===== src/rtl/ahb_master_mux.sv =====
// rtl/ahb_master_mux.sv - AHB master-to-slave bus mux with data-phase tracking and ERROR IDLE insertion
// Optional per-master performance counters are enabled by defining AHB_MUX_PERF_EN.

`ifndef NUM_MASTERS
`define NUM_MASTERS 4
`endif

module ahb_master_mux #(
    parameter int NUM_MASTERS = `NUM_MASTERS,
    parameter int ADDR_W      = 32,
    parameter int DATA_W      = 32,
    parameter int MW          = (NUM_MASTERS > 1) ? $clog2(NUM_MASTERS) : 1
) (
    input  logic                          Hclk,
    input  logic                          Hresetn,
    input  logic [MW-1:0]                 Hmaster,
    input  logic [NUM_MASTERS*ADDR_W-1:0] Haddr_m,
    input  logic [NUM_MASTERS*2-1:0]      Htrans_m,
    input  logic [NUM_MASTERS-1:0]        Hwrite_m,
    input  logic [NUM_MASTERS*3-1:0]      Hsize_m,
    input  logic [NUM_MASTERS*3-1:0]      Hburst_m,
    input  logic [NUM_MASTERS*DATA_W-1:0] Hwdata_m,
    input  logic                          Hreadyout,
    input  logic                          Hresp_s,
`ifdef AHB_MUX_PERF_EN
    input  logic                          perf_clr,
    output logic [NUM_MASTERS*16-1:0]     xfer_cnt,
    output logic [NUM_MASTERS*8-1:0]      err_cnt,
`endif
    output logic [ADDR_W-1:0]             Haddr,
    output logic [1:0]                    Htrans,
    output logic                          Hwrite,
    output logic [2:0]                    Hsize,
    output logic [2:0]                    Hburst,
    output logic [DATA_W-1:0]             Hwdata,
    output logic                          Hready,
    output logic                          Hresp,
    output logic [MW-1:0]                 Hmaster_data
);

    typedef enum logic [1:0] {
        D_IDLE = 2'd0,
        D_ACT  = 2'd1,
        D_ERR1 = 2'd2,
        D_ERR2 = 2'd3
    } dstate_t;

    dstate_t           state_q;
    dstate_t           phase;
    logic              dvalid_q;
    logic [MW-1:0]     hmaster_data_q;
    logic [1:0]        htrans_raw;
    logic              addr_valid;

    // Address-phase mux: an index with no matching master leaves everything zero (IDLE)
    always_comb begin
        Haddr      = '0;
        htrans_raw = 2'b00;
        Hwrite     = 1'b0;
        Hsize      = 3'b000;
        Hburst     = 3'b000;
        for (int i = 0; i < NUM_MASTERS; i++) begin
            if (Hmaster == MW'(i)) begin
                Haddr      = Haddr_m[i*ADDR_W +: ADDR_W];
                htrans_raw = Htrans_m[i*2 +: 2];
                Hwrite     = Hwrite_m[i];
                Hsize      = Hsize_m[i*3 +: 3];
                Hburst     = Hburst_m[i*3 +: 3];
            end
        end
    end

    // The second ERROR cycle must carry IDLE on the bus whatever the master drives
    assign Htrans     = (state_q == D_ERR2) ? 2'b00 : htrans_raw;
    assign addr_valid = Htrans[1];

    // Write-data mux follows the master that owns the current data phase
    always_comb begin
        Hwdata = '0;
        for (int i = 0; i < NUM_MASTERS; i++) begin
            if (hmaster_data_q == MW'(i)) begin
                Hwdata = Hwdata_m[i*DATA_W +: DATA_W];
            end
        end
    end

    // IDLE/BUSY data phases finish at once with OKAY; real transfers see the slave
    assign Hready       = dvalid_q ? Hreadyout : 1'b1;
    assign Hresp        = dvalid_q ? Hresp_s : 1'b0;
    assign Hmaster_data = hmaster_data_q;

    // The first ERROR cycle is recognised as it happens, so the registered state
    // can already be D_ERR2 when the slave raises Hready for the second cycle
    always_comb begin
        phase = state_q;
        if (state_q == D_ACT && Hresp_s && !Hreadyout) begin
            phase = D_ERR1;
        end
    end

    // Data-phase FSM plus the master-index / valid pipeline into the data phase
    always_ff @(posedge Hclk) begin
        if (Hresetn) begin
            state_q        <= D_IDLE;
            dvalid_q       <= 1'b0;
            hmaster_data_q <= '0;
        end else begin
            if (Hready) begin
                hmaster_data_q <= Hmaster;
                dvalid_q       <= addr_valid;
            end
            if (state_q == D_ERR2) begin
                dvalid_q <= 1'b0;
            end
            case (phase)
                D_IDLE: if (Hready && addr_valid) state_q <= D_ACT;
                D_ACT:  if (Hreadyout) state_q <= addr_valid ? D_ACT : D_IDLE;
                D_ERR1: state_q <= D_ERR2;
                D_ERR2: state_q <= D_IDLE;
                default: state_q <= D_IDLE;
            endcase
        end
    end

`ifdef AHB_MUX_PERF_EN
    logic [15:0] xfer_q [NUM_MASTERS];
    logic [7:0]  err_q  [NUM_MASTERS];
    logic        xfer_inc;
    logic        err_inc;

    assign xfer_inc = dvalid_q && Hready && !Hresp;
    assign err_inc  = (state_q == D_ERR2);

    // Saturating per-master counters; clear wins over a same-cycle increment
    always_ff @(posedge Hclk) begin
        for (int i = 0; i < NUM_MASTERS; i++) begin
            if (Hresetn || perf_clr) begin
                xfer_q[i] <= '0;
                err_q[i]  <= '0;
            end else if (hmaster_data_q == MW'(i)) begin
                if (xfer_inc && xfer_q[i] != 16'hFFFF) xfer_q[i] <= xfer_q[i] + 16'd1;
                if (err_inc && err_q[i] != 8'hFF)      err_q[i]  <= err_q[i] + 8'd1;
            end
        end
    end

    // Flatten the counter arrays onto the packed output buses
    always_comb begin
        xfer_cnt = '0;
        err_cnt  = '0;
        for (int i = 0; i < NUM_MASTERS; i++) begin
            xfer_cnt[i*16 +: 16] = xfer_q[i];
            err_cnt[i*8 +: 8]    = err_q[i];
        end
    end
`endif

endmodule


===== config.mk =====
export PLATFORM = sky130hd
export DESIGN_NAME = ahb_master_mux
export DESIGN_NICKNAME = d
export VERILOG_FILES = /design/src/rtl/ahb_master_mux.sv
export SDC_FILE = /design/constraint.sdc
export NUM_CORES = 1
export LEC_CHECK = 0
export CAP_MARGIN = 20
export CORE_AREA = 2 2 144 146
export CTS_BUF_LIST = sky130_fd_sc_hd__clkbuf_4 sky130_fd_sc_hd__clkbuf_8 sky130_fd_sc_hd__clkbuf_16
export DETAILED_ROUTE_END_ITERATION = 7
export DIE_AREA = 0 0 146 148
export SLEW_MARGIN = 10
export SYNTH_ARGS = -nofsm -noshare
export SYNTH_HDL_FRONTEND = slang
export SYNTH_SLANG_ARGS = --single-unit

===== constraint.sdc =====
create_clock -name Hclk -period 3.7 [get_ports Hclk]
set_clock_uncertainty 0.05 [all_clocks]
set_input_delay 0.74 -clock Hclk [delete_from_list [all_inputs] [get_ports Hclk]]
set_output_delay 0.74 -clock Hclk [all_outputs]
set_load 0.02 [all_outputs]

==> reports/qor.yml <==
finish:
  drive_gt1_frac: 0.0825
  fin_area_sq_um: 6280
  final_nets: 784
  post-route-util: 0.313
  area_growth_pct: 188
  final_cells: 756
placement:
  dp_hpwl_um: 13400
  dp.cells: 751
  gp_congestion: 0.869
  portBuffers: 374
  placed_area_sq_um: 6190
power_and_ir_drop:
  irDropWorstVdd_mv: 0.114
  clkPwrFrac: 0.174
  switchingPower_uw: 329
  comb_power_share: 0.769
  power.leakage_nw: 2.26
  p_sw_frac: 0.301
  intPower_uw: 762
  pwr-share-seq: 0.057
  pwr_density_cell_nw_per_um2: 174
worst_setup_path:
  arrival_ns: 2.39
  path_common_cell: "clkdlybuf4s50_1"
  slowest_stage: "clkdlybuf4s50_1"
  worst_ep_required_time_ns: 2.91
  critPathLaunchType: "input pin"
  path_class: "in -> out"
  worstSetupEndpointType: "primary output"
  cpPeakStageDelay_ns: 0.56
  worstPathCellList: "clkdlybuf4s50_1 > mux4_2 > a21boi_0 > clkdlybuf4s50_1"
  worstPathMaxFanout: 3
cts:
  ctsHoldBuffers: 0
  clockBufferDepth: 2
  clock_sink_count: 5
  cts_setup_buffers: 0
  cts-buffers-inserted: 3
  cts_max_level: 1
  clk_latency_ns: 0.23
  cts_tree: "done"
  clkTransAtPathRegs_ns: 0.04
  root_buffer: "clkbuf_16"
  cts_resized: 0
logic_synthesis:
  synth_cell_types: 18
  ys_seq_area_frac: 0.0458
  synthDominantCellAreaShare: 0.590
  synth-seq-cells: 5
  syn_area_sq_um: 2180
  syn-mean-instance-area_sq_um: 18.8
  synth_cells: 116
  ys.warnings.count: 0
  synth_largest_area_cell: "mux4_1"
  synth_area_leaders: "mux4_1 (59%), mux4_2 (25%), buf_6 (4.6%)"
  synth_nets: 414
global_route:
  grt_overflow_total: 0
  grt_pass1_wl_um: 21100
  antenna_found_initial: 2
  grtUsageTotal: 0.129
  grt_max_degree: 35
  grt_pass1_vias: 3468
die:
  die_h_um: 148
  ios: 375
  die_w_um: 146
  start_util: 0.109
  core-area_sq_um: 20000
  rows: 52
  die_area_sq_um: 21600
route:
  drc: 0
  dr_total_vias: 3058
  wl_per_cell_um: 19.6
  postRouteAntennaNets: 0
  viasPerCell: 4.04
  dr.pass1.iters: 4
  wl_um: 14800
  drt_iter0_markers: 71
timing:
  rsz0062_at_grt: "false"
  worst_pin_slew_ns: 0.547
  finalWorstPathRequiredPeriod_ns: 3.18
  period_share: 0.860
  fin_setup_tns_ns: 0
  slew_violations: 0
  max_freq_mhz: 314
  relSlewSlack: 0.635
  setup_viol: 0
  hold_violations: 0
run_status:
  status: "completed"
min_path:
  worstHoldPathType: "reg -> reg"
flow_run:
  drv_cap: 0
## registers in the layout, summed over array words and instances (netlist names)
| register | count |
|---|---|
| Hmaster_data | 2 |
| dvalid_q | 1 |
| state_q | 2 |
## cell type report
| class | count | area, sq um |
|---|---|---|
| diodes | 1 | 2.50 |
| inverters | 1 | 3.75 |
| fillers | 2047 | 13800 |
| flip-flops and latches | 5 | 101 |
| multi-input cells | 92 | 1940 |
| well taps | 270 | 338 |
| clock buffers | 4 | 82.6 |
| repair buffers | 383 | 3810 |
## stage by stage
step | power, mW | setup WS, ns | hold slack, ns
2_1_floorplan | 0.383 | 1.19 | 0.432
3_3_place_gp | 0.899 | 0.551 | 0.486
3_5_place_dp | 0.908 | 0.529 | 0.496
4_1_cts | 1.10 | 0.529 | 0.500
5_1_grt | 1.14 | 0.472 | 0.532
6_report | 1.09 | 0.520 | 0.499
## cell usage after synthesis (all sizes together)
cell	n
nand2	5
a21oi	3
nand4bb	1
dfxtp	5
nand2b	1
a21boi	2
mux4	73
and2	1
inv	1
a31oi	1
nor2	2
buf	16
clkbuf	2
a211oi	1
nand3b	1
nor2b	1
## logic make-up after synthesis
family | synth area share
muxes | 0.837
buffers and inverters | 0.0676
and+or+nand+nor | 0.0292
AOI/OAI and AO/OA | 0.0201
DFF | 0.0458
## worst max-delay path: cells and delay by family
family	cells	cell delay, ns
compound gates	1	0.15
buf+inv	2	0.99
mux	1	0.51
## power groups by stage
stage / clock network [mW] / registers, mW / logic (mW)
after floorplan: 0 / 0.0639 / 0.319
after global placement: 0 / 0.0626 / 0.837
after detailed placement: 0 / 0.0627 / 0.845
after CTS: 0.192 / 0.0619 / 0.849
after global routing: 0.194 / 0.0625 / 0.879
final: 0.190 / 0.0619 / 0.839
## layer usage
layer / GRT usage / wire length [um]
met1: 0.126 / 5010
met2: 0.267 / 8250
met3: 0.0417 / 1460
met4: 0.0160 / 57
met5: 0 / 13
## worst paths after layout
| check | startpoint | end | slack [ns] | depth (start not counted) |
|---|---|---|---|---|
| max | Htrans_m[7] | Htrans[1] | 0.52 | 4 |
| min | state_q[0] | dvalid_q | 0.50 | 1 |
| max reg2reg | Hmaster_data[0] | Hmaster_data[0] | 2.58 | 3 |
| min reg2reg | state_q[0] | dvalid_q | 0.50 | 1 |
## cell usage in the layout, fill, tap and decap left out, drive strengths merged
cell,n
mux4,73
nor2,2
a21boi,2
diode,1
nor2b,1
buf,11
and2,1
a31oi,1
clkdlybuf4s50,372
nand2,5
dfxtp,5
nand2b,1
nand3b,1
a211oi,1
clkbuf,4
inv,1
a21oi,3
nand4bb,1
Note: power is estimated with default switching activity, not from simulation.
==> RTL edit 1: new RTL, config.mk and constraints unchanged <==
Re-encode `dstate_t` (4 states) as one-hot, 4 bits wide.
--- a/src/rtl/ahb_master_mux.sv
+++ b/src/rtl/ahb_master_mux.sv
@@ -39,9 +39,9 @@
 );
 
-    typedef enum logic [1:0] {
-        D_IDLE = 2'd0,
-        D_ACT  = 2'd1,
-        D_ERR1 = 2'd2,
-        D_ERR2 = 2'd3
+    typedef enum logic [3:0] {
+        D_IDLE = 4'b0001,
+        D_ACT  = 4'b0010,
+        D_ERR1 = 4'b0100,
+        D_ERR2 = 4'b1000
     } dstate_t;
 
Behaviour: same outputs for any inputs over 10 cycles, from zero or initial values and one cycle with Hresetn high; not proved beyond that.
==> RTL edit 1 against the original RTL <==
Wire length grew 7.5%; cell area is 1.2% lower; synthesized cell count is 7.8% higher; sequential cell count up 1; worst setup slack improved by 0.039 ns; worst hold slack gained 0.0021 ns; clock power is 8% lower; global-route usage grew 1.1 points; total power up 3.3%; area after synthesis fell by 4.2%.
==> RTL edit 1: results (changes against the original RTL) <==
placement:
  place_congestion: 0.882  # was 0.869
  post-place-cells: 758  # was 751
  placed_area_sq_um: 6120  # was 6190 sq um
  place_ws_ns: 0.512  # was 0.529 ns
  hpwl_um: 14700  # was 13400 um
worst_setup_path:
  worst-path-max-fanout: 18  # was 3
  max_stage_delay_ns: 0.57
  slowest_stage: "clkdlybuf4s50_1"  # unchanged
global_routing:
  grt_antenna_before_repair: 3  # was 2
  grt_pass1_vias: 3571  # was 3468
  grt_first_pass_wirelength_um: 22600  # was 21100 um
  use_met3: 0.0494  # was 0.0417
  grtUsageMet2: 0.270  # was 0.267
  grt_max_degree: 33  # was 35
  grt_use_total: 0.140  # was 0.129
  grt_util_met1: 0.141  # was 0.126
yosys:
  seq_area_frac_synth: 0.0575  # was 0.0458
  synth_cell_types: 25  # was 18
  synth-edff-count: 0  # unchanged
  ys_top_cells_by_count: "mux4_2, buf_2, buf_6"  # was mux4_1, mux4_2, buf_6
  yosys-top-cells-area: "mux4_2, dfxtp_1, buf_6"  # was mux4_1, mux4_2, buf_6
  ys.flop_type: "dfxtp_1"  # unchanged
  synth.avg_cell_area_sq_um: 16.7  # was 18.8 sq um
  syn-num-nets: 423  # was 414
layout:
  nets: 791  # was 784
  stdcell_count: 764  # was 756
  drive_gt1_frac: 0.187  # was 0.0825
pwr:
  internal-power_w: 0.000777  # was 0.000762 W
  ir_drop_uv: 168  # was 114 uV
  seq_power_share: 0.069  # was 0.057
  p_sw_frac: 0.311  # was 0.301
  power_frac_comb: 0.776  # was 0.769
  p_leak_nw: 2.13  # was 2.26 nW
outcome:
  outcome: "finished clean"  # unchanged
detailed_routing:
  ant_nets: 0  # unchanged
  drt_iter0_drc: 54  # was 71
  via_per_inst: 3.97  # was 4.04
  routed_wl_um: 15900  # was 14800 um
cts:
  cts_resized: 0  # unchanged
timing:
  max-slew-margin-rel: 0.714  # was 0.635
## RTL edit 1: changes by cell type after synthesis, moves of 2 or more
cell / unedited run / this run
buf_6: 9 / 7
buf_4: 0 / 2
mux2i_1: 0 / 4
mux4_1: 49 / 0
nor2_1: 2 / 4
a21oi_1: 3 / 0
a21boi_0: 2 / 0
buf_2: 7 / 9
nand2_1: 5 / 1
a31oi_1: 1 / 3
mux4_2: 24 / 72
## RTL edit 1: path summary, 6_finish.rpt
check	startpoint	to	slack, ns	cells after the start
max	Hmaster[0]	Haddr[18]	0.56	4
min	Hmaster_data[0]$_SDFFE_PP0N_	Hmaster_data[0]$_SDFFE_PP0N_	0.50	2
min reg2reg	Hmaster_data[0]$_SDFFE_PP0N_	Hmaster_data[0]$_SDFFE_PP0N_	0.50	2
max reg2reg	state_q[3]$_SDFFE_PP0P_	state_q[1]$_SDFFE_PP0P_	2.40	3
## RTL edit 1: cell families after synthesis
| logic type | Yosys count | share of synthesized area |
|---|---|---|
| DFF | 6 | 0.0575 |
| AOI/OAI and AO/OA | 6 | 0.0281 |
| muxes | 77 | 0.800 |
| and+or+nand+nor | 15 | 0.0425 |
| buffers and inverters | 21 | 0.0718 |
## RTL edit 1: layer usage
metal | vias to the layer above | part of all wire
li1 | 1334 | -
met1 | 1454 | 0.34
met2 | 233 | 0.53
met3 | 12 | 0.11
met4 | 0 | 0.022
met5 | - | 0
## RTL edit 1: layout make-up
| class | count | area (sq um) |
|---|---|---|
| clock buffers | 3 | 75.1 |
| diodes | 3 | 7.51 |
| multi-input cells | 98 | 1820 |
| flip-flops and latches | 6 | 123 |
| repair buffers | 382 | 3830 |
| well taps | 270 | 338 |
| fillers | 2088 | 13800 |
| inverters | 2 | 7.51 |
==> RTL edit 2: new RTL, same settings <==
Made on the original files. `ADDR_W`: 32 -> 48.
--- a/src/rtl/ahb_master_mux.sv
+++ b/src/rtl/ahb_master_mux.sv
@@ -8,5 +8,5 @@
 module ahb_master_mux #(
     parameter int NUM_MASTERS = `NUM_MASTERS,
-    parameter int ADDR_W      = 32,
+    parameter int ADDR_W      = 48,
     parameter int DATA_W      = 32,
     parameter int MW          = (NUM_MASTERS > 1) ? $clog2(NUM_MASTERS) : 1
Interface: changed (resized Haddr and Haddr_m); port bits go from 375 to 455. The function was not compared with the original's and may differ.
==> RTL edit 2 against the original RTL <==
Total power increased by 17%; area after synthesis is 11% higher; sequential power is 0.8% higher; worst setup slack lost 0.027 ns; synthesized cell count is 16% higher; global-route usage up 2.7 points; sequential cell count is the same; cell area up 17%; worst hold slack worse by 0.0042 ns; wire length increased by 22%; critical path type unchanged; largest cell class unchanged.
==> RTL edit 2: results (changes against the original RTL) <==
pwr:
  p_leak_nw: 2.52  # was 2.26 nW
  p_sw_frac: 0.306  # was 0.301
  ir_drop_uv: 142  # was 114 uV
worst_setup_path:
  rrSetupSlack_ns: 2.61  # was 2.58 ns
  r2r_start: "dvalid_q$_SDFFE_PP0N_"  # was Hmaster_data[0]$_SDFFE_PP0N_
  worstPathArrival_ns: 2.42  # was 2.39 ns
  slowest_stage: "mux4_1"  # was clkdlybuf4s50_1
  rr_worst_depth: 4  # was 3
  startpoint: "Htrans_m[3]"  # was Htrans_m[7]
  reg2reg_to: "state_q[0]$_SDFFE_PP0P_"  # was Hmaster_data[0]$_SDFFE_PP0N_
global_routing:
  grt_first_pass_wirelength_um: 25600  # was 21100 um
  grt_use_total: 0.156  # was 0.129
  grt_pass1_vias: 4181  # was 3468
  grt_antenna_before_repair: 6  # was 2
  grt_max_degree: 56  # was 35
placement:
  hpwl_um: 16200  # was 13400 um
  numPortBuffers: 454  # was 374
  place_congestion: 0.993  # was 0.869
yosys:
  yosys-top-cells-area: "mux4_2, mux4_1, buf_12"  # was mux4_1, mux4_2, buf_6
  seq_area_frac_synth: 0.0412  # was 0.0458
  synth_cell_types: 21  # was 18
  ys.flop_type: "dfxtp_1"  # unchanged
  syn-num-nets: 497  # was 414
  ys_top_cells_by_count: "mux4_2, buf_2, mux4_1"  # was mux4_1, mux4_2, buf_6
cts:
  h-tree-depth: 1  # unchanged
  cts_resized: 0  # unchanged
  post_cts_buffers: 0  # unchanged
  clk_path_buf_depth: 2  # unchanged
layout:
  drive_gt1_frac: 0.169  # was 0.0825
  n_fill_cell: 1983  # was 2047
  nets: 943  # was 784
outcome:
  outcome: "finished clean"  # unchanged
timing:
  whs_ns: 0.495  # was 0.499 ns
  max-slew-margin-rel: 0.687  # was 0.635
detailed_routing:
  drt_iter0_drc: 97  # was 71
  via_per_inst: 4.23  # was 4.04
  avgRoutedWirePerCell_um: 21.1  # was 19.6 um
RTL edit 2: changes by cell type after synthesis, sizes merged:
cell  unedited run  this run
mux4            73        89
buf             16        19
RTL edit 2: area by class of cell:
class                           instances  area (sq um)  share of cell area
Clock buffer                            4          82.6              0.0113
Tap cell                              270           338              0.0461
Multi-Input combinational cell        108          2130               0.292
Inverter                                1          3.75            0.000513
Antenna cell                            6          15.0             0.00205
Timing Repair Buffer                  462          4650               0.635
Sequential cell                         5           101              0.0138
RTL edit 2: routing by layer:
metal,vias up,track usage,part of all wire
met5,-,0,0
met4,0,0.0568,0.027
met3,21,0.0364,0.088
met2,265,0.307,0.56
met1,1766,0.160,0.33
li1,1566,-,-
RTL edit 2: worst max-delay path: cells and delay by family:
family                 cells  cell delay, ns
AO/OA/AOI/OAI              1            0.16
buffers and inverters      2            0.95
multiplexers               1            0.56
RTL edit 2: power groups by stage:
stage / Sequential (W) / Combinational [W] / Clock, W
3_5_place_dp: 0.0000631 / 0.00103 / 0
3_3_place_gp: 0.0000629 / 0.00102 / 0
5_1_grt: 0.0000630 / 0.00108 / 0.000197
6_report: 0.0000624 / 0.00103 / 0.000191
4_1_cts: 0.0000623 / 0.00104 / 0.000192
2_1_floorplan: 0.0000637 / 0.000400 / 0
RTL edit 2: worst max path at each step:
stage	endpoint	slack [ns]	depth (start not counted)
floorplan	Htrans[1]	1.18	3
global placement	Hburst[2]	0.49	4
detailed placement	Haddr[47]	0.47	4
CTS	Haddr[47]	0.47	4
global route	Haddr[47]	0.44	4
finish	Htrans[1]	0.49	4
RTL edit 2: stage by stage:
| step | worst slack, ns | cell area, sq um | utilization | std cells |
|---|---|---|---|---|
| finish | 0.493 | 7320 | 0.365 | 856 |
| global route | 0.442 | 7320 | 0.365 | 856 |
| CTS | 0.475 | 7310 | 0.365 | 850 |
| detailed placement | 0.474 | 7220 | 0.361 | 846 |
| global placement | 0.494 | 7220 | 0.361 | 846 |
| floorplan | 1.18 | 2430 | - | 135 |
RTL edit 2: logic make-up after synthesis:
logic type             synth area share
and+or+nand+nor                  0.0263
buffers and inverters            0.0808
muxes                             0.834
DFF                              0.0412
AOI/OAI and AO/OA                0.0180
